**src/rtl/gram_access_arbiter.sv**
```systemverilog
// GRAM (ED/DD bank) arbiter between the Z80 and display fetch for MZ-80B/MZ-2000 boards.
// Sequences one CPU access in BLANK or a free display slot, holding the CPU with nWAIT.
module gram_access_arbiter #(
    parameter int unsigned ACC_CYCLES = 2,
    parameter int unsigned MAX_WAIT   = 255,
    parameter int unsigned WAIT_W     = 8,
    parameter bit          GAP_ALLOW  = 1'b1
) (
    input  logic CLK,
    input  logic nRST,
    input  logic nMREQ,
    input  logic nRD,
    input  logic nRFSH,
    input  logic sel_ed,
    input  logic sel_dd,
    input  logic BLANK,
    input  logic disp_req,
    output logic nWAIT,
    output logic nCSED,
    output logic nCSDD,
    output logic nGRD,
    output logic nGWR,
    output logic disp_gnt,
    output logic timeout_flag
);

    typedef enum logic [1:0] {
        ST_IDLE   = 2'd0,
        ST_WAITG  = 2'd1,
        ST_ACCESS = 2'd2,
        ST_DONE   = 2'd3
    } state_t;

    localparam logic [2:0]        ACC_LAST = 3'(ACC_CYCLES - 1);
    localparam logic [WAIT_W-1:0] WAIT_MAX = WAIT_W'(MAX_WAIT);

    state_t            r_state;
    logic [2:0]        r_acc_cnt;
    logic [WAIT_W-1:0] r_wait_cnt;
    logic              r_tgt_dd;
    logic              r_rd;
    logic              r_ncsed;
    logic              r_ncsdd;
    logic              r_ngrd;
    logic              r_ngwr;
    logic              r_timeout;

    state_t            w_nxt_state;
    logic [2:0]        w_nxt_acc;
    logic [WAIT_W-1:0] w_nxt_wait;
    logic              w_nxt_tgt_dd;
    logic              w_nxt_rd;
    logic              w_set_to;
    logic              w_nxt_busy;
    logic              w_req;
    logic              w_grant;

    assign w_req   = ~nMREQ & nRFSH & (sel_ed | sel_dd);
    assign w_grant = BLANK | (GAP_ALLOW & ~disp_req);

    // Next-state, counter and latched-attribute logic
    always_comb begin
        w_nxt_state  = r_state;
        w_nxt_acc    = r_acc_cnt;
        w_nxt_wait   = r_wait_cnt;
        w_nxt_tgt_dd = r_tgt_dd;
        w_nxt_rd     = r_rd;
        w_set_to     = 1'b0;
        case (r_state)
            ST_IDLE: begin
                if (w_req) begin
                    w_nxt_tgt_dd = ~sel_ed;
                    w_nxt_rd     = ~nRD;
                    if (w_grant) begin
                        w_nxt_state = ST_ACCESS;
                        w_nxt_acc   = 3'd0;
                    end else begin
                        w_nxt_state = ST_WAITG;
                        w_nxt_wait  = {WAIT_W{1'b0}};
                    end
                end else begin
                    w_nxt_state = ST_IDLE;
                end
            end
            ST_WAITG: begin
                if (!w_req) begin
                    w_nxt_state = ST_IDLE;
                end else if (w_grant) begin
                    w_nxt_state = ST_ACCESS;
                    w_nxt_acc   = 3'd0;
                end else if (r_wait_cnt == WAIT_MAX) begin
                    // Display starved the CPU too long: force the grant and remember it
                    w_nxt_state = ST_ACCESS;
                    w_nxt_acc   = 3'd0;
                    w_set_to    = 1'b1;
                end else begin
                    w_nxt_wait  = r_wait_cnt + {{(WAIT_W-1){1'b0}}, 1'b1};
                end
            end
            ST_ACCESS: begin
                if (!w_req) begin
                    w_nxt_state = ST_IDLE;
                end else if (r_acc_cnt == ACC_LAST) begin
                    w_nxt_state = ST_DONE;
                end else begin
                    w_nxt_acc   = r_acc_cnt + 3'd1;
                end
            end
            ST_DONE: begin
                if (nMREQ) begin
                    w_nxt_state = ST_IDLE;
                end else begin
                    w_nxt_state = ST_DONE;
                end
            end
            default: begin
                w_nxt_state = ST_IDLE;
            end
        endcase
    end

    assign w_nxt_busy = (w_nxt_state == ST_ACCESS) | (w_nxt_state == ST_DONE);

    // State, counters, latched target/direction and the registered selects/strobes
    always_ff @(posedge CLK or negedge nRST) begin
        if (!nRST) begin
            r_state    <= ST_IDLE;
            r_acc_cnt  <= 3'd0;
            r_wait_cnt <= {WAIT_W{1'b0}};
            r_tgt_dd   <= 1'b0;
            r_rd       <= 1'b1;
            r_ncsed    <= 1'b1;
            r_ncsdd    <= 1'b1;
            r_ngrd     <= 1'b1;
            r_ngwr     <= 1'b1;
            r_timeout  <= 1'b0;
        end else begin
            r_state    <= w_nxt_state;
            r_acc_cnt  <= w_nxt_acc;
            r_wait_cnt <= w_nxt_wait;
            r_tgt_dd   <= w_nxt_tgt_dd;
            r_rd       <= w_nxt_rd;
            r_ncsed    <= ~(w_nxt_busy & ~w_nxt_tgt_dd);
            r_ncsdd    <= ~(w_nxt_busy & w_nxt_tgt_dd);
            r_ngrd     <= ~(w_nxt_busy & w_nxt_rd);
            // Write strobe releases on entering DONE so data is held past the strobe edge
            r_ngwr     <= ~((w_nxt_state == ST_ACCESS) & ~w_nxt_rd);
            r_timeout  <= r_timeout | w_set_to;
        end
    end

    assign nWAIT = ~(w_req & ((r_state == ST_IDLE) | (r_state == ST_WAITG) |
                              ((r_state == ST_ACCESS) & (r_acc_cnt != ACC_LAST))));
    assign disp_gnt     = ~BLANK & ~((r_state == ST_ACCESS) | (r_state == ST_DONE));
    assign nCSED        = r_ncsed;
    assign nCSDD        = r_ncsdd;
    assign nGRD         = r_ngrd;
    assign nGWR         = r_ngwr;
    assign timeout_flag = r_timeout;

endmodule

```
**config.mk**
```make
export PLATFORM = sky130hd
export DESIGN_NAME = gram_access_arbiter
export DESIGN_NICKNAME = d
export VERILOG_FILES = /design/src/rtl/gram_access_arbiter.sv
export SDC_FILE = /design/constraint.sdc
export NUM_CORES = 1
export LEC_CHECK = 0
export CAP_MARGIN = 20
export CELL_PAD_IN_SITES_DETAIL_PLACEMENT = 0
export CELL_PAD_IN_SITES_GLOBAL_PLACEMENT = 1
export CORE_MARGIN = 5
export CORE_UTILIZATION = 50
export DETAILED_ROUTE_END_ITERATION = 8
export DONT_BUFFER_PORTS = 1
export PLACE_DENSITY_LB_ADDON = 0.12
export SETUP_SLACK_MARGIN = 0.3
export SLEW_MARGIN = 40
export SYNTH_ARGS = -nofsm -noshare
export SYNTH_HDL_FRONTEND = slang
export SYNTH_SLANG_ARGS = --single-unit
```
**constraint.sdc**
```tcl
create_clock -name CLK -period 5.5 [get_ports CLK]
set_clock_uncertainty 0.15 [all_clocks]
set_input_delay 1.1 -clock CLK [delete_from_list [all_inputs] [get_ports CLK]]
set_output_delay 1.1 -clock CLK [all_outputs]
set_load 0.02 [all_outputs]
```
* Word level (Yosys, flattened, before mapping)
Cells that the tools add are included.
Word-level totals: register bits after elaboration 20, input bits 9, word-level logic and storage cells 94
Cells by class: $add $sub $neg 2, eq/ne operators 17, multiplexer cells 31, bitwise operators 29, reduce and logical (&&, ||, !) cells 5
Operator list (number):
- $mux W8 | 5
- $mux W3 | 7
- $mux W2 | 8
- $ne A2 B2 Y1 const B | 8
- $pmux W8 S2 | 1
- $not A1 Y1 | 13
- $and A1 B1 Y1 | 9
- $pmux W3 S3 | 1
- $add A8 B1 Y8 const B | 1
- $eq A2 B2 Y1 const B | 4
- $eq A8 B8 Y1 const B | 1
- $mux W1 | 8
- $pmux W2 S4 | 1
- $or A1 B1 Y1 | 7
- $reduce_and A7 Y1 | 1
- $reduce_and A6 Y1 | 1
- $add A3 B1 Y3 const B | 1
- $eq A3 B1 Y1 const B | 1
- $ne A3 B1 Y1 const B | 1
- $ne A3 B3 Y1 const B | 1
- $reduce_bool A3 Y1 | 1
- $eq A2 B1 Y1 const B | 1
- $logic_not A2 Y1 | 1
- $reduce_bool A2 Y1 | 1

* Logic depth before layout (Yosys ltp)
Gate-level depths: netlist (run 1).
word-level depth 9, mapped depth 7, depth with buffers taken out 7

* Worst setup path before layout (run 1)
OpenSTA, ideal clock, no wires.
path kind input-to-output, start point input sel_ed, end point output nWAIT, data arrival time 1.665 ns, data required time 4.250 ns, slack 2.585 ns, stages 2, path buffers 0, cells stage by stage o21ai_2 > or3_1
Between the ends: word-level cells in the longest chain between the ends 4
Ends and longest elaborated chain:
- start: declaration | line 14 | input logic sel_ed,
- $or A1 B1 Y1 | line 58 | assign w_req = ~nMREQ & nRFSH & (sel_ed | sel_dd);
- $and A1 B1 Y1 | line 58
- $and A1 B1 Y1 | line 152 | assign nWAIT = ~(w_req & ((r_state == ST_IDLE) | (r_state == ST_WAITG) |
- $not A1 Y1 | line 152
- end: declaration | line 18 | output logic nWAIT,
Every way passes these cells.

* Final worst setup path (run 1)
Ends and elaborated chain as after synthesis.

==> results of run 1 <==
## power breakdown
| part | internal, uW | switching, uW | total [uW] | leakage (uW) |
|---|---|---|---|---|
| Clock | 40.4 | 44.7 | 85.1 | 0.0000210 |
| Combinational | 11.7 | 16.4 | 28.1 | 0.000184 |
| Sequential | 159 | 10.8 | 170 | 0.000258 |
| Total | 212 | 71.9 | 283 | 0.000462 |
## kinds of logic (layout without fill, tap and decap cells)
logic type | after synthesis | in the layout | synth area share [%]
simple gates | 39 | 39 | 22.0
compound gates | 29 | 29 | 19.0
buf+inv | 7 | 10 | 2.60
mux | 5 | 5 | 4.96
flops | 20 | 20 | 47.9
fa+ha+maj | 3 | 3 | 3.55
## layer usage
layer,global-route usage (%),vias up
li1,-,383
met1,17.2,355
met2,21.4,13
met3,3.71,2
met4,5.08,0
met5,0,-
## through the flow
stage | instances | hold slack [ns]
after floorplan | 103 | 0.312
after global placement | 129 | 0.332
after detailed placement | 129 | 0.339
after CTS | 133 | 0.317
after global routing | 133 | 0.305
final | 133 | 0.323
## cell usage in the layout (no fill, tap or decap), types with 2 or more instances in the layout
cell and instances:
nor2_1 8, nand2b_1 2, clkbuf_4 3, mux2_2 2, nand3_1 3, dfstp_2 5, dfrtp_1 15, ha_1 3
o21ai_0 7, nor4_1 2, a21oi_1 10, inv_1 6, nand2_1 10, mux2i_1 3
## registers in the layout, summed over array words and instances, names as in the netlist
name and count:
r_state 2, r_wait_cnt 8, timeout_flag 1, nGWR 1, nGRD 1, nCSED 1, r_tgt_dd 1, nCSDD 1
r_acc_cnt 3, r_rd 1
## worst max path at each step
stage / endpoint / slack, ns / startpoint / depth (start not counted)
2_1_floorplan: nWAIT / 2.59 / sel_ed / 2
3_3_place_gp: nWAIT / 2.52 / sel_ed / 2
3_5_place_dp: nWAIT / 2.51 / sel_ed / 2
4_1_cts: nWAIT / 2.51 / sel_ed / 2
5_1_grt: nWAIT / 2.48 / sel_ed / 2
6_report: nWAIT / 2.52 / sel_ed / 2
## final cells by class
type	instances	area (sq um)
Multi-Input combinational cell	76	524
Sequential cell	20	507
Clock buffer	4	36.3
Inverter	6	22.5
Tap cell	27	33.8
Fill cell	180	858
==> qor.yml, run 1 <==
outcome:
  status: "finished, final reports clean"
worst_setup_path:
  crit_fanout: 7
  arrival_ns: 1.73
  crit_family: "compound AO/OA/AOI/OAI gates"
  r2r_slack_ns: 3.30
  cp_data_required_time_ns: 4.25
  r2r_cells: 6
  critPathKind: "input port to output pin"
  slowest_stage: "o21ai_2"
  crit_buf_inv: 0
  crit_chain: "o21ai_2 > or3_1"
  r2r-end: "r_acc_cnt[2]"
  r2r_start: "r_wait_cnt[0]"
  worstSetupEndpointType: "output pin"
  slowest_delay_ns: 0.33
  start_kind: "input port"
placed_design:
  place_area_sq_um: 1090
  hpwl_um: 1450
  gp_congestion: 0.689
  port-buffer-count: 0
  place_ws_ns: 2.51
cts:
  h-tree-depth: 1
  path_clk_slew_ns: 0.11
  clk_path_buf_depth: 2
  cts_root_buffer: "clkbuf_4"
  insertion_delay_ns: 0.30
  cts_tree: "built"
  cts_made_buffers: 3
  cts_hold_buf: 0
  post_cts_buffers: 0
  post_cts_resized: 0
  cts_sinks: 20
yosys:
  syn_nets: 115
  ys_types: 40
  synthFlopType: "dfrtp_1"
  ys_warn_count: 0
  yosys-top-cells-area: "dfrtp_1 35%, dfstp_2 12%, a21oi_1 4.7%"
  synthTopCellsByCount: "15 x dfrtp_1, 10 x a21oi_1, 10 x nand2_1"
  synth_top_area_share_pct: 35.5
  syn_area_per_cell_sq_um: 10.3
  synth_edf_count: 0
  yosysSeqAreaShare_pct: 47.9
  syn_inst: 103
  synth_top_area_cell: "dfrtp_1"
  yosysMostFrequentCell: "dfrtp_1"
  async_reset_ff_share_pct: 100
  synth-seq-cells: 20
  syn_area_sq_um: 1060
timing:
  maxSlewViolCount: 0
  worst_slew_pin_slew_ns: 0.573
  tns_ns: 0
  relSlewSlack_pct: 61.4
  fin_crit_sh_pct: 54.2
  min_period_ns: 2.98
  max_freq_mhz: 336
  finalHoldViolCount: 0
  layout_setup_ws_ns: 2.52
  rsz0062_at_grt: "no"
  finalSetupViolations: 0
grt:
  grt_max_degree: 21
  grt.overflow.total: 0
  grt_use_total_pct: 13.4
  grt_first_pass_wirelength_um: 3350
  antenna_found_initial: 0
  grt_pass1_vias: 756
die:
  core_area_sq_um: 1980
  die_w_um: 56.0
  dieArea_sq_um: 3140
  io_pins: 16
  rows: 16
  start_util_pct: 53.4
  die_y_um: 56.0
cells_and_area:
  diodes: 0
  nets: 119
  drive_gt1_share_pct: 19.8
  final_area_sq_um: 1120
  final_core_util_pct: 56.7
  areaGrowthSynthToFinish_pct: 6.15
power_and_ir_drop:
  peakVddDrop_mv: 0.209
  power_density_nw_per_um2: 252
  p_leak_uw: 0.000462
  finalPower_uw: 283
detailed_routing:
  vias: 753
  route.detailed.drc: 0
  routedWlPerCell_um: 14.5
  ant_nets: 0
  viasPerCell: 5.66
  first_pass_iters: 2
  drt_iter0_markers: 7
  wl_met3_um: 98
  wl_um: 1920
  top_layer: "met4"
  wl_met2_um: 959
  drt-met1-wl_um: 838
job:
  drv_cap: 0
hold_path:
  hold_path.class: "input port to asynchronous set/reset pin"
(Power assumes the default switching activity.)
==> run 2: changes to the inputs <==
- CORE_UTILIZATION: 50 -> 42
- clock period: 5.5 -> 2.45 ns (I/O delays scaled with it)
==> run 2 against run 1 <==
  * Combinational power rose to 2.8 times the previous value
  * Setup slack worse by 2.2 ns
  * Register-to-register slack worse by 2.9 ns
  * Power rose to 2.6 times the previous value
  * Largest power group unchanged
  * Critical path type is now flip-flop to output pin
  * Critical endpoint unchanged
  * Highest routed layer unchanged
  * Worst hold slack worse by 0.22 ns
  * Wire length up 9.9%
  * Sequential share of layout area down 2.3 points
==> qor.yml, run 2 (synthesized netlist as in run 1, its figures left out) <==
cells_and_area:
  largest_reg_flops: 8  # unchanged
  final_cell_mix: "14 x dfrtp_1, 10 x a21oi_1, 10 x nand2_1"
  top_register: "r_wait_cnt"
  areaGrowthSynthToFinish_pct: 12.2
  drive_gt1_share_pct: 25.2  # +5.4 points
  diodes: 0  # unchanged
  nets: 124  # +4.2%
  final_core_util_pct: 48.4  # -8.3 points
  top_regs: "r_wait_cnt: 8 flops, r_acc_cnt: 3 flops, r_state: 2 flops"
  layoutNonFillerInstCount: 141  # +6.0%
  final_area_sq_um: 1190  # +5.7%
  register_area_sq_um: 508  # +0.25%
  layout_commonest_cell: "dfrtp_1"
  nFillCells: 239  # +33%
  multi_input_area_sq_um: 529  # +0.95%
placed_design:
  dp_cells: 134  # +3.9%
  port-buffer-count: 0  # unchanged
  gp_congestion: 0.838  # +22%
  hpwl_um: 1530  # +5.4%
  place_area_sq_um: 1110  # +1.7%
grt:
  globalRouteMet1Util_pct: 15.5  # -1.6 points
  grt.overflow.total: 0  # unchanged
  use_met2_pct: 23.3  # +1.9 points
  grt_use_total_pct: 13.5  # +0.11 points
  grt_max_degree: 21  # unchanged
  use_met3_pct: 3.02  # -0.69 points
  antenna_found_initial: 0  # unchanged
  grt.busiest_layer: "met2"
  grt_first_pass_wirelength_um: 3640  # +8.4%
  grt_pass1_vias: 803  # +6.2%
detailed_routing:
  vias: 779  # +3.5%
  wl_um: 2120  # +9.9%
  routedWlPerCell_um: 15.0  # +3.7%
  route.detailed.drc: 0  # unchanged
  first_pass_iters: 4  # +2
  ant_nets: 0  # unchanged
  viasPerCell: 5.52  # -2.4%
  drt_iter0_markers: 18  # +11
timing:
  worst_slew_pin_slew_ns: 0.557  # -0.0167 ns
  rsz0062_at_grt: "yes"
  tns_ns: 0  # unchanged
  finalSetupViolations: 0  # unchanged
  maxSlewViolCount: 0  # unchanged
  relSlewSlack_pct: 62.5  # +1.1 points
  max_freq_mhz: 481
  min_period_ns: 2.08
  finalHoldViolCount: 0  # unchanged
  whs_ns: 0.106  # -0.216 ns
  fin_crit_sh_pct: 84.9
job:
  drv_cap: 0  # unchanged
worst_setup_path:
  cp_data_required_time_ns: 1.81  # -2.44 ns
  arrival_ns: 1.44  # -0.29 ns
  start_kind: "flip-flop"
  critPathKind: "flip-flop to output pin"
  crit_fanout: 8  # +1
  worstSetupEndpointType: "output pin"
cts:
  cts_tree: "built"
  insertion_delay_ns: 0.31  # about the same
  cts_made_buffers: 3  # unchanged
  cts_sinks: 20  # unchanged
  cts_root_buffer: "clkbuf_4"
  path_clk_slew_ns: 0.12  # about the same
  clk_path_buf_depth: 2  # unchanged
  h-tree-depth: 1  # unchanged
die:
  io_pins: 16  # unchanged
  die_w_um: 60.2  # +7.5%
  dieArea_sq_um: 3620  # +16%
  die_y_um: 60.2  # +7.5%
  rows: 18  # +2
  start_util_pct: 43.1  # -10 points
  core_area_sq_um: 2450  # +24%
hold_path:
  hold_path.class: "input port to flip-flop"
outcome:
  status: "finished, final reports clean"
power_and_ir_drop:
  p_leak_uw: 0.000493  # +6.7%
  peakVddDrop_mv: 0.428  # +100%
  power_density_nw_per_um2: 618  # +150%
[run 2: metrics by stage]
| stage | power (uW) | setup slack (ns) |
|---|---|---|
| 5_1_grt | 779 | 0.281 |
| 3_3_place_gp | 453 | 0.373 |
| 2_1_floorplan | 438 | 0.450 |
| 6_report | 734 | 0.370 |
| 4_1_cts | 741 | 0.343 |
| 3_5_place_dp | 454 | 0.365 |
[run 2: timing repair]
item                                    4_1_cts  5_1_grt
hold endpoints to repair                     20       15
pin swaps                                     0        0
gates resized for setup                       2        1
buffers inserted                              0        1
hold buffers                                  1        1
endpoints found under the setup margin        1        2
[run 2: where the power goes]
part / switching (uW) / internal (uW)
registers: 23.3 / 358
clock network: 109 / 165
logic: 45.1 / 33.2
[run 2: worst max-delay path, cell delays in order (launching register included)]
cell     delay (ns)
dfrtp_1        0.50
inv_2          0.18
a21oi_1        0.08
or3_4          0.37
[run 2: area by class of cell]
class | instances | share of cell area, %
clock inverters | 1 | 2.53
inverters | 6 | 1.90
flip-flops and latches | 20 | 42.8
clock buffers | 3 | 1.90
repair buffers | 5 | 3.16
well taps | 30 | 3.16
multi-input cells | 76 | 44.6
[run 2: worst paths after layout]
kind	startpoint	end	slack [ns]	depth (start not counted)
max in group asynchronous	nRST	nGRD	1.30	2
min reg2reg	r_rd	r_rd	0.35	2
max reg2reg	r_wait_cnt[1]	r_acc_cnt[2]	0.39	6
min in group asynchronous	nRST	r_wait_cnt[6]	0.50	2
min	nRD	r_rd	0.11	1
max	r_state[0]	nWAIT	0.37	3
[run 2: metal layers]
| layer | part of all wire (%) | vias to the layer above |
|---|---|---|
| met4 | 1.1 | 0 |
| met3 | 2.5 | 4 |
| met1 | 46 | 375 |
| li1 | - | 392 |
| met5 | 0 | - |
| met2 | 50 | 8 |
==> run 3: changes to the inputs <==
- CORE_UTILIZATION: 42 -> 47
- clock period: 2.45 -> 2.1 ns (I/O delays scaled with it)
==> run 3 against run 2 <==
  * Critical endpoint unchanged
  * Global-route usage grew 0.57 points
  * Non-clock buffer count grew 13
  * Via count grew 11%
==> qor.yml, run 3 (synthesized netlist as in run 1, its figures left out) <==
cells_and_area:
  diodes: 0  # unchanged
  nFillCells: 189  # -21%
  drive_gt1_share_pct: 42.4  # +17 points
  areaGrowthSynthToFinish_pct: 27.0
  layoutNonFillerInstCount: 153  # +8.5%
  final_area_sq_um: 1340  # +13%
  final_cell_mix: "15 x buf_4, 13 x dfrtp_1, 10 x nand2_1"
  top_regs: "r_wait_cnt: 8 flops, r_acc_cnt: 3 flops, r_state: 2 flops"
  layout_commonest_cell: "buf_4"
  nets: 138  # +11%
  largest_reg_flops: 8  # unchanged
  top_register: "r_wait_cnt"
worst_setup_path:
  crit_fanout: 2  # -6
  cp_data_required_time_ns: 1.53  # -0.28 ns
  crit_chain: "inv_1 > ha_2 > nand2b_4 > a21oi_2 > or3_4"
  crit_family: "simple AND/OR/NAND/NOR gates"
  r2r_start: "r_wait_cnt[0]"
  r2r_slack_ns: 0.23  # -0.16 ns
  cp.depth: 5  # +2
  crit_buf_inv: 1  # unchanged
  start_kind: "flip-flop"
  r2r_cells: 6  # unchanged
  crit_path_end: "nWAIT"
  worstSetupEndpointType: "output pin"
  critPathKind: "flip-flop to output pin"
  r2r-end: "r_acc_cnt[2]"
  slowest_stage: "or3_4"
  slowest_delay_ns: 0.42  # -0.08 ns
  critPathLaunch: "r_acc_cnt[1]"
  arrival_ns: 1.43  # about the same
power_and_ir_drop:
  switchingPower_uw: 207  # +17%
  p_comb_share_pct: 15.4  # +4.7 points
  seqPwrFrac_pct: 56.4  # +4.5 points
  p_sw_share_pct: 26.4  # +2.1 points
  clock_power_share_pct: 28.3  # -9.1 points
  internal_power_uw: 579  # +4.1%
  p_leak_uw: 0.000568  # +15%
  finalPower_uw: 786  # +7.1%
  power_density_nw_per_um2: 585  # -5.3%
  peakVddDrop_mv: 0.437  # +2.1%
timing:
  fin_crit_sh_pct: 95.1
  max_freq_mhz: 501
  finalSetupViolations: 0  # unchanged
  rsz0062_at_grt: "yes"
  relSlewSlack_pct: 62.3  # -0.27 points
  maxSlewViolCount: 0  # unchanged
  layout_setup_ws_ns: 0.103  # -0.267 ns
  finalHoldViolCount: 0  # unchanged
  worst_slew_pin_slew_ns: 0.561  # +0.00404 ns
  tns_ns: 0  # unchanged
  min_period_ns: 2.00
die:
  die_w_um: 57.5  # -4.6%
  dieArea_sq_um: 3300  # -8.9%
  core_area_sq_um: 2190  # -11%
  io_pins: 16  # unchanged
  start_util_pct: 48.3  # +5.2 points
  rows: 17  # -1
  die_y_um: 57.5  # -4.6%
cts:
  clk_path_buf_depth: 2  # unchanged
  cts_made_buffers: 3  # unchanged
  cts_tree: "built"
  cts_root_buffer: "clkbuf_4"
  cts_sinks: 20  # unchanged
  path_clk_slew_ns: 0.11  # about the same
  h-tree-depth: 1  # unchanged
  insertion_delay_ns: 0.30  # about the same
detailed_routing:
  first_pass_iters: 5  # +1
  ant_nets: 0  # unchanged
  vias: 865  # +11%
  viasPerCell: 5.65  # +2.3%
  route.detailed.drc: 0  # unchanged
  wl_um: 2310  # +9.0%
  drt_iter0_markers: 30  # +12
  routedWlPerCell_um: 15.1  # +0.44%
grt:
  grt_max_degree: 21  # unchanged
  antenna_found_initial: 0  # unchanged
  grt_pass1_vias: 819  # +2.0%
  grt_first_pass_wirelength_um: 3640  # unchanged
  grt.overflow.total: 0  # unchanged
  grt_use_total_pct: 14.1  # +0.57 points
placed_design:
  place_ws_ns: 0.125  # -0.240 ns
  dp_cells: 135  # +0.75%
  gp_congestion: 0.733  # -13%
  place_area_sq_um: 1140  # +2.9%
  hpwl_um: 1560  # +2.4%
  port-buffer-count: 0  # unchanged
outcome:
  status: "finished, final reports clean"
hold_path:
  hold_path.class: "input port to flip-flop"
  worstHoldPathCells: 1  # unchanged
job:
  drv_cap: 0  # unchanged
[run 3: changes by cell type in the layout (fill, tap and decap cells not counted), moves of 2 or more]
cell	previous run	this run
o21ai_0	7	4
buf_4	3	15
or4_4	0	2
o21ai_1	1	4
ha_2	0	2
ha_1	3	1
[run 3: worst min path at each step]
stage,slack (ns),startpoint,endpoint
2_1_floorplan,-0.03,nRST,r_acc_cnt[0]
3_3_place_gp,-0.03,nRST,r_wait_cnt[2]
3_5_place_dp,-0.03,nRST,r_wait_cnt[2]
4_1_cts,0.05,nRD,r_rd
5_1_grt,0.06,nRD,r_rd
6_report,0.06,nRD,r_rd
[run 3: final cells by class]
class / instances / area [sq um] / share of cell area [%]
sequential: 20 / 509 / 37.9
inverter: 6 / 22.5 / 1.68
tap: 28 / 35.0 / 2.61
timing repair buffer: 18 / 139 / 10.3
clock buffer: 4 / 36.3 / 2.70
multi-input combinational: 77 / 602 / 44.8
[run 3: what timing repair did]
item                                   in CTS  in global routing
setup buffers                               6                  5
endpoints found under the hold margin      20                 15
gates cloned                                0                  1
pin swaps                                   2                  9
setup endpoints to repair                  11                 11
resized for setup                           5                 16
hold buffers                                1                  1
[run 3: power groups by stage]
stage	logic (uW)	clock network, uW	registers (uW)
floorplan	64.3	0	448
global placement	79.9	0	452
detailed placement	82.5	0	452
CTS	105	231	443
global route	136	248	447
finish	121	222	443
[run 3: metrics by stage]
step	hold slack, ns	utilization (%)
detailed placement	-0.0251	52.0
global placement	-0.0250	52.0
global route	0.0565	61.3
finish	0.0576	61.3
CTS	0.0513	57.0
floorplan	-0.0256	-
[run 3: per-layer routing]
layer,routed length (um),track usage [%],vias up
li1,-,-,421
met1,955,15.9,429
met2,1240,25.0,11
met3,83,3.17,4
met4,25,6.29,0
met5,0,0,-
[run 3: worst register-to-register path, cell delays in order (launching register included)]
cell and delay [ns]:
dfrtp_1 0.38, ha_2 0.18, and3_4 0.23, nand3_4 0.09, a32o_2 0.26, or3b_1 0.35
o2bb2ai_1 0.13
